==> src/rtl/pong_engine.sv <==
// pong_engine: frame-stepped Pong game state (ball, paddles, score FSM) and registered 12-bit RGB pixel output.
// Optional feature: define PONG_AI_EN to let the right paddle track the ball instead of following its buttons.
module pong_engine #(
    parameter int BALL_SIZE    = 8,
    parameter int PADDLE_W     = 8,
    parameter int PADDLE_H     = 64,
    parameter int PADDLE_X_L   = 16,
    parameter int PADDLE_X_R   = 616,
    parameter int BALL_SPEED   = 2,
    parameter int PADDLE_SPEED = 4,
    parameter int SERVE_FRAMES = 60,
    parameter int WIN_SCORE    = 9
) (
    input  logic        clk,
    input  logic        reset,
    input  logic        start,
    input  logic        btn_up_l,
    input  logic        btn_dn_l,
    input  logic        btn_up_r,
    input  logic        btn_dn_r,
    input  logic [9:0]  x_control,
    input  logic [9:0]  y_control,
    input  logic        video_on,
    input  logic        vertical_scan,
    output logic [11:0] rgb,
    output logic [3:0]  score_l,
    output logic [3:0]  score_r,
    output logic        game_over
);

    localparam int SCW = (SERVE_FRAMES > 1) ? $clog2(SERVE_FRAMES) : 1;

    localparam logic [9:0]  BALL_X0  = 10'(320 - BALL_SIZE / 2);
    localparam logic [9:0]  BALL_Y0  = 10'(240 - BALL_SIZE / 2);
    localparam logic [9:0]  PY_RESET = 10'(240 - PADDLE_H / 2);
    localparam logic [9:0]  PY_MAX   = 10'(480 - PADDLE_H);
    localparam logic [9:0]  P_STEP   = 10'(PADDLE_SPEED);
    localparam logic [3:0]  WIN      = 4'(WIN_SCORE);
    localparam logic [SCW-1:0] SERVE_LAST = SCW'(SERVE_FRAMES - 1);

    localparam logic signed [11:0] S_BSPD   = 12'(BALL_SPEED);
    localparam logic signed [11:0] S_BSZ    = 12'(BALL_SIZE);
    localparam logic signed [11:0] S_PH     = 12'(PADDLE_H);
    localparam logic signed [11:0] S_XL     = 12'(PADDLE_X_L);
    localparam logic signed [11:0] S_XL_HIT = 12'(PADDLE_X_L + PADDLE_W);
    localparam logic signed [11:0] S_XR     = 12'(PADDLE_X_R);
    localparam logic signed [11:0] S_XR_FAR = 12'(PADDLE_X_R + PADDLE_W);
    localparam logic signed [11:0] S_XR_HIT = 12'(PADDLE_X_R - BALL_SIZE);
    localparam logic signed [11:0] S_BX_MAX = 12'(640 - BALL_SIZE);
    localparam logic signed [11:0] S_BY_MAX = 12'(480 - BALL_SIZE);

    localparam logic [10:0] U_BSZ = 11'(BALL_SIZE);
    localparam logic [10:0] U_PW  = 11'(PADDLE_W);
    localparam logic [10:0] U_PH  = 11'(PADDLE_H);
    localparam logic [10:0] U_XL  = 11'(PADDLE_X_L);
    localparam logic [10:0] U_XR  = 11'(PADDLE_X_R);

    typedef enum logic [1:0] {IDLE, SERVE, PLAY, OVER} state_t;

    state_t state, state_next;

    logic [2:0] sync1, sync2;
    logic       start_prev, vs_prev;
    logic       start_pulse, frame_tick;
    logic       l_up, l_dn, r_up, r_dn;

    logic [9:0]     bx, by, pyl, pyr;
    logic           dx, dy;
    logic [SCW-1:0] serve_cnt;

    logic signed [11:0] bx_s, by_s, pyl_s, pyr_s;
    logic signed [11:0] nx, ny;
    logic               ndx, ndy;
    logic               hit_l, hit_r, point_l, point_r;
    logic [3:0]         score_l_inc, score_r_inc;
    logic               win_now;

    logic [10:0] xc, yc;
    logic        in_ball, in_pad_l, in_pad_r, in_net;
    logic [11:0] pixel;

    // Two-flop synchronisers for start and the left buttons, plus edge-detect history
    always_ff @(posedge clk or negedge reset) begin
        if (!reset) begin
            sync1      <= '0;
            sync2      <= '0;
            start_prev <= 1'b0;
            vs_prev    <= 1'b0;
        end else begin
            sync1      <= {start, btn_up_l, btn_dn_l};
            sync2      <= sync1;
            start_prev <= sync2[2];
            vs_prev    <= vertical_scan;
        end
    end

    assign start_pulse = sync2[2] & ~start_prev;
    assign frame_tick  = vs_prev & ~vertical_scan;
    assign l_up        = sync2[1];
    assign l_dn        = sync2[0];

`ifdef PONG_AI_EN
    logic [10:0] pad_mid, ball_mid;

    assign pad_mid  = {1'b0, pyr} + 11'(PADDLE_H / 2);
    assign ball_mid = {1'b0, by} + 11'(BALL_SIZE / 2);
    // Dead-band of one paddle step keeps the AI paddle from dithering around the ball
    assign r_dn = ball_mid > pad_mid + 11'(PADDLE_SPEED);
    assign r_up = ball_mid + 11'(PADDLE_SPEED) < pad_mid;
`else
    logic [1:0] sync_r1, sync_r2;

    always_ff @(posedge clk or negedge reset) begin
        if (!reset) begin
            sync_r1 <= '0;
            sync_r2 <= '0;
        end else begin
            sync_r1 <= {btn_up_r, btn_dn_r};
            sync_r2 <= sync_r1;
        end
    end

    assign r_up = sync_r2[1];
    assign r_dn = sync_r2[0];
`endif

    function automatic logic [9:0] paddle_step(input logic [9:0] pos, input logic up, input logic dn);
        logic [9:0] res;
        res = pos;
        if (up && !dn)
            res = (pos >= P_STEP) ? pos - P_STEP : 10'd0;
        else if (dn && !up)
            res = (pos >= PY_MAX - P_STEP) ? PY_MAX : pos + P_STEP;
        return res;
    endfunction

    assign bx_s  = $signed({2'b00, bx});
    assign by_s  = $signed({2'b00, by});
    assign pyl_s = $signed({2'b00, pyl});
    assign pyr_s = $signed({2'b00, pyr});

    // One PLAY step: move, bounce off walls, then resolve paddle hits before misses
    always_comb begin
        nx      = dx ? bx_s + S_BSPD : bx_s - S_BSPD;
        ny      = dy ? by_s + S_BSPD : by_s - S_BSPD;
        ndx     = dx;
        ndy     = dy;
        hit_l   = 1'b0;
        hit_r   = 1'b0;
        point_l = 1'b0;
        point_r = 1'b0;

        if (ny <= 12'sd0) begin
            ny  = 12'sd0;
            ndy = ~dy;
        end else if (ny >= S_BY_MAX) begin
            ny  = S_BY_MAX;
            ndy = ~dy;
        end

        hit_l = !dx && (nx <= S_XL_HIT) && (bx_s >= S_XL) &&
                (by_s + S_BSZ > pyl_s) && (by_s < pyl_s + S_PH);
        hit_r = dx && (nx + S_BSZ >= S_XR) && (bx_s + S_BSZ <= S_XR_FAR) &&
                (by_s + S_BSZ > pyr_s) && (by_s < pyr_s + S_PH);

        if (hit_l) begin
            nx  = S_XL_HIT;
            ndx = 1'b1;
        end else if (hit_r) begin
            nx  = S_XR_HIT;
            ndx = 1'b0;
        end else if (nx <= 12'sd0) begin
            point_r = 1'b1;
        end else if (nx >= S_BX_MAX) begin
            point_l = 1'b1;
        end
    end

    assign score_l_inc = (score_l == WIN) ? score_l : score_l + 4'd1;
    assign score_r_inc = (score_r == WIN) ? score_r : score_r + 4'd1;
    assign win_now     = (point_l && score_l_inc == WIN) || (point_r && score_r_inc == WIN);

    always_ff @(posedge clk or negedge reset) begin
        if (!reset)
            state <= IDLE;
        else
            state <= state_next;
    end

    always_comb begin
        state_next = state;
        case (state)
            IDLE, OVER:
                if (start_pulse)
                    state_next = SERVE;
            SERVE:
                if (frame_tick && serve_cnt == SERVE_LAST)
                    state_next = PLAY;
            PLAY:
                if (frame_tick && (point_l || point_r))
                    state_next = win_now ? OVER : SERVE;
            default:
                state_next = IDLE;
        endcase
    end

    always_comb begin
        game_over = (state == OVER);
    end

    // Game datapath; outside PLAY the ball stays parked at the centre
    always_ff @(posedge clk or negedge reset) begin
        if (!reset) begin
            bx        <= BALL_X0;
            by        <= BALL_Y0;
            dx        <= 1'b1;
            dy        <= 1'b1;
            pyl       <= PY_RESET;
            pyr       <= PY_RESET;
            score_l   <= 4'd0;
            score_r   <= 4'd0;
            serve_cnt <= '0;
        end else if (start_pulse && (state == IDLE || state == OVER)) begin
            score_l   <= 4'd0;
            score_r   <= 4'd0;
            serve_cnt <= '0;
        end else if (frame_tick) begin
            if (state == SERVE || state == PLAY) begin
                pyl <= paddle_step(pyl, l_up, l_dn);
                pyr <= paddle_step(pyr, r_up, r_dn);
            end
            if (state == SERVE)
                serve_cnt <= (serve_cnt == SERVE_LAST) ? '0 : serve_cnt + SCW'(1);
            if (state == PLAY) begin
                if (point_l || point_r) begin
                    bx <= BALL_X0;
                    by <= BALL_Y0;
                    dx <= point_l;
                    dy <= ndy;
                    if (point_l)
                        score_l <= score_l_inc;
                    if (point_r)
                        score_r <= score_r_inc;
                end else begin
                    bx <= nx[9:0];
                    by <= ny[9:0];
                    dx <= ndx;
                    dy <= ndy;
                end
            end
        end
    end

    assign xc = {1'b0, x_control};
    assign yc = {1'b0, y_control};

    always_comb begin
        in_ball  = (xc >= {1'b0, bx}) && (xc < {1'b0, bx} + U_BSZ) &&
                   (yc >= {1'b0, by}) && (yc < {1'b0, by} + U_BSZ);
        in_pad_l = (xc >= U_XL) && (xc < U_XL + U_PW) &&
                   (yc >= {1'b0, pyl}) && (yc < {1'b0, pyl} + U_PH);
        in_pad_r = (xc >= U_XR) && (xc < U_XR + U_PW) &&
                   (yc >= {1'b0, pyr}) && (yc < {1'b0, pyr} + U_PH);
        in_net   = (x_control >= 10'd318) && (x_control <= 10'd321) && !y_control[4];
        if (in_ball)
            pixel = 12'hFFF;
        else if (in_pad_l)
            pixel = 12'h0F0;
        else if (in_pad_r)
            pixel = 12'hF00;
        else if (in_net)
            pixel = 12'h888;
        else
            pixel = 12'h000;
    end

    always_ff @(posedge clk or negedge reset) begin
        if (!reset)
            rgb <= 12'h000;
        else
            rgb <= video_on ? pixel : 12'h000;
    end

endmodule

==> config.mk <==
export PLATFORM = sky130hd
export DESIGN_NAME = pong_engine
export DESIGN_NICKNAME = d
export VERILOG_FILES = /design/src/rtl/pong_engine.sv
export SDC_FILE = /design/constraint.sdc
export NUM_CORES = 1
export LEC_CHECK = 0
export CELL_PAD_IN_SITES_DETAIL_PLACEMENT = 0
export CELL_PAD_IN_SITES_GLOBAL_PLACEMENT = 1
export CORE_ASPECT_RATIO = 0.8
export CORE_UTILIZATION = 25
export DETAILED_ROUTE_END_ITERATION = 16
export PLACE_DENSITY_LB_ADDON = 0.2
export SETUP_SLACK_MARGIN = 0.5
export SLEW_MARGIN = 10
export SYNTH_ARGS = -nofsm -noshare
export SYNTH_HDL_FRONTEND = slang
export SYNTH_SLANG_ARGS = --single-unit
==> constraint.sdc <==
create_clock -name clk -period 7.6 [get_ports clk]
set_input_delay 0.76 -clock clk [delete_from_list [all_inputs] [get_ports clk]]
set_output_delay 0.76 -clock clk [all_outputs]
set_load 0.03 [all_outputs]
==> impl_results.md <==
- Result of the run: finished, final reports clean
- Post-synth EDFFs: 0
- Standard cell area after detailed placement: 7990 um^2
- Min cycle time layout: 4.33 ns
- Master cell of the clock root buffer: clkbuf_16
- GRT Residual Overflow: 0
- Chip Width: 192 um
- Synthesized area divided by synthesized cell count: 8.48 um^2
- Final ANT Viol Nets: 0
- Clock tree buffer depth: 2
- Worst-case clock skew: 0.00902 ns
- Area of the die: 29700 um^2
- Site Rows: 55
- Avg Vias per Cell: 4.96
- Register area share after synthesis: 24.5%
- Starting utilization of the core area: 25.5%
- Largest net degree at the start of global routing: 50
- Critical path data required time: 7.85 ns
- Height of the die: 154 um
- Cells after Synth: 854
- Routed wire per std cell: 17.3 um
- Net switching fraction of the power: 45.7%
- Startpoint type of the worst setup path: flop
- Placed cell count: 1245
- First-pass GRT wire length: 35200 um
- Total number of clock tree sinks: 70
- Max-slew headroom at the worst pin: 38.8%
- Final Hold Viols: 0
- Proportion of power drawn by flip-flops and latches: 29.9%
- Commonest cells after routing, fill and taps aside: ha_1, o21ai_0, inv_1, nand2_1, nor2_1
- Max-capacitance violation count: 0
- Highest attainable clock frequency: 231 MHz
- Relative contribution of the clock network to total power: 21.6%
- Worst min-delay path category: primary input to async pin
- Seq cells post-synth: 70
- Detailed placement HPWL: 16900 um
- Commonest register cell after synthesis: dfrtp_1
- Cell internal power dissipation: 1.06 mW
- Setup repair after global routing missed its margin: no
- Area of all placed cells without fillers: 8280 um^2
- First DRT Iteration DRCs: 378
- Critical path class: flop to flop
- Post-route setup TNS: 0 ns
- Buffer count from post-CTS setup fixing: 0
- IR Drop Worst-Case VDD: 106 uV
- Routed wire length: 21900 um
- Core area: 28400 um^2
- Total via count after detailed routing: 6260
- Share of cells above drive strength 1: 7.63%
- Clock edge transition at the registers on the reported setup and hold paths: 0.06 ns
- Setup crit end kind: flop
- Number of global-route vias before repair: 5922
- Async S/R FF share, synth: 100%
- Port Buffer Count: 47
- Count of final max-slew check failures: 0
- Total Routing Usage GR: 15.3%
- Count of final setup violators: 0
- Quantity of gates resized following cts: 0
- I/O pin cnt: 50
- Netlist area before placement: 7240 um^2
- Count of unique library cells instantiated by Yosys: 74
- Switching component of the power: 0.896 mW
- Weighted congestion reported at the end of routability-driven placement: 0.800
- Final net count: 1038
- Synth-to-Final Area Change: 14.3%
- DR DRC count: 0
- Synth Warn #: 0
- Part of the total power dissipated in combinational logic: 48.5%
- Antenna violations before repair: 1
- CTS Hold Buffers Added: 0
- Arrival time of the worst setup path: 4.58 ns
- Drt first pass iters: 7
- Final instance count without filler cells: 1262
- Power Dens Cells: 237 nW/um^2
- Maximum level of the CTS H-tree: 3
- TritonCTS clock tree: yes
- Final-layout fill cell count: 3081
- Most common cell after layout, fill and taps aside: ha_1
- Static Leakage: 3.50 nW
- Worst-Skew Late Latency: 0.35 ns
- Synthesized Nets: 1006
- Worst-margin pin slew: 0.911 ns
- Crit path max fanout: 8
- Cts bufs inserted: 9
- Post-route clock period utilization: 57.0%
==> final cells by class <==
class	instances	area, um^2	area share [%]
multi-input cells	685	4990	60.3
diodes	1	2.50	0.0302
flip-flops and latches	70	1770	21.4
well taps	370	463	5.59
repair buffers	51	498	6.02
clock inverters	5	42.5	0.514
clock buffers	11	243	2.93
inverters	69	259	3.13
==> synth_stat cells (7+ instances only) <==
cell	number	area share, %
nand2_1	63	3.3
o21ai_0	68	4.7
mux2i_1	9	1.2
nor3_1	20	1.4
clkbuf_1	14	0.73
nor4_1	11	0.95
nand3_1	35	2.4
nand4_1	11	0.95
nor2b_1	8	0.69
nand2b_1	11	0.95
ha_1	123	21
clkbuf_8	7	1.3
a31oi_1	15	1.3
a21oi_1	40	2.8
xnor2_1	31	3.7
and3_1	8	0.69
o31ai_1	13	1.3
nor2_1	59	3.1
or3_1	9	0.78
inv_1	67	3.5
buf_4	7	0.73
a211oi_1	9	0.93
o22ai_1	11	0.95
dfstp_2	18	6.5
o21a_1	19	2.0
a21o_1	7	0.73
dfrtp_1	52	18
==> path summary, 6_finish.rpt <==
check / from / end / slack (ns) / cells after the start
max: bx[1] / bx[5] / 3.27 / 13
min: reset / sync_r1[0] / 0.30 / 1
max reg2reg: bx[1] / bx[5] / 3.27 / 13
min reg2reg: sync_r1[0] / sync_r2[0] / 0.35 / 0
max in group asynchronous: reset / bx[1] / 6.29 / 2
min in group clk: sync_r1[0] / sync_r2[0] / 0.35 / 0
==> critical path, stage by stage (launching register included) <==
cell and delay, ns:
dfrtp_1 0.48, inv_1 0.19, ha_1 0.29, mux2i_1 0.13
xnor2_1 0.45, inv_1 0.24, ha_1 0.28, nand3_1 0.09
o31ai_1 0.07, and3_2 0.23, o31ai_1 0.67, or2b_2 0.44
o311ai_0 0.49, o21ai_0 0.17
==> layer usage <==
metal / up-vias / share of wire [%] / global-route usage, %
li1: 3213 / - / -
met1: 2941 / 57 / 24.5
met2: 92 / 39 / 20.5
met3: 14 / 3.5 / 2.59
met4: 0 / 1.1 / 3.56
met5: - / 0 / 0
==> stage by stage <==
stage	total power, mW	setup WS [ns]	hold slack (ns)	util (%)
2_1_floorplan	1.24	4.26	0.331	-
3_3_place_gp	1.54	3.31	0.333	28.2
3_5_place_dp	1.54	3.38	0.335	28.2
4_1_cts	1.98	3.36	0.304	29.2
5_1_grt	2.15	3.00	0.311	29.2
6_report	1.96	3.27	0.297	29.2
==> registers in the layout, summed over array words and instances, names as in the netlist, 2 cells and up <==
register   flops
sync_r1        2
score_r        4
serve_cnt      6
sync_r2        2
pyr            8
by             9
pyl            8
sync1          3
rgb            6
bx             9
sync2          3
score_l        4
state          2
==> logic make-up (layout without fill, tap and decap cells) <==
family          Yosys count  in the layout  synth area share (%)
simple gates            277            277                  19.8
compound gates          240            240                  22.3
fa+ha+maj               123            123                  21.2
buf+inv                  99            136                  6.56
flops                    70             70                  24.5
xor+xnor                 35             35                  4.23
mux                      10             10                  1.40
other cells               0              1                     0
==> power by group through the flow <==
stage | registers [mW] | logic, mW | clock network [mW]
floorplan | 0.529 | 0.713 | 0
CTS | 0.585 | 0.954 | 0.440
global placement | 0.596 | 0.946 | 0
detailed placement | 0.591 | 0.945 | 0
finish | 0.586 | 0.949 | 0.423
global route | 0.601 | 1.09 | 0.451
Power figures use the tool's default switching activity.
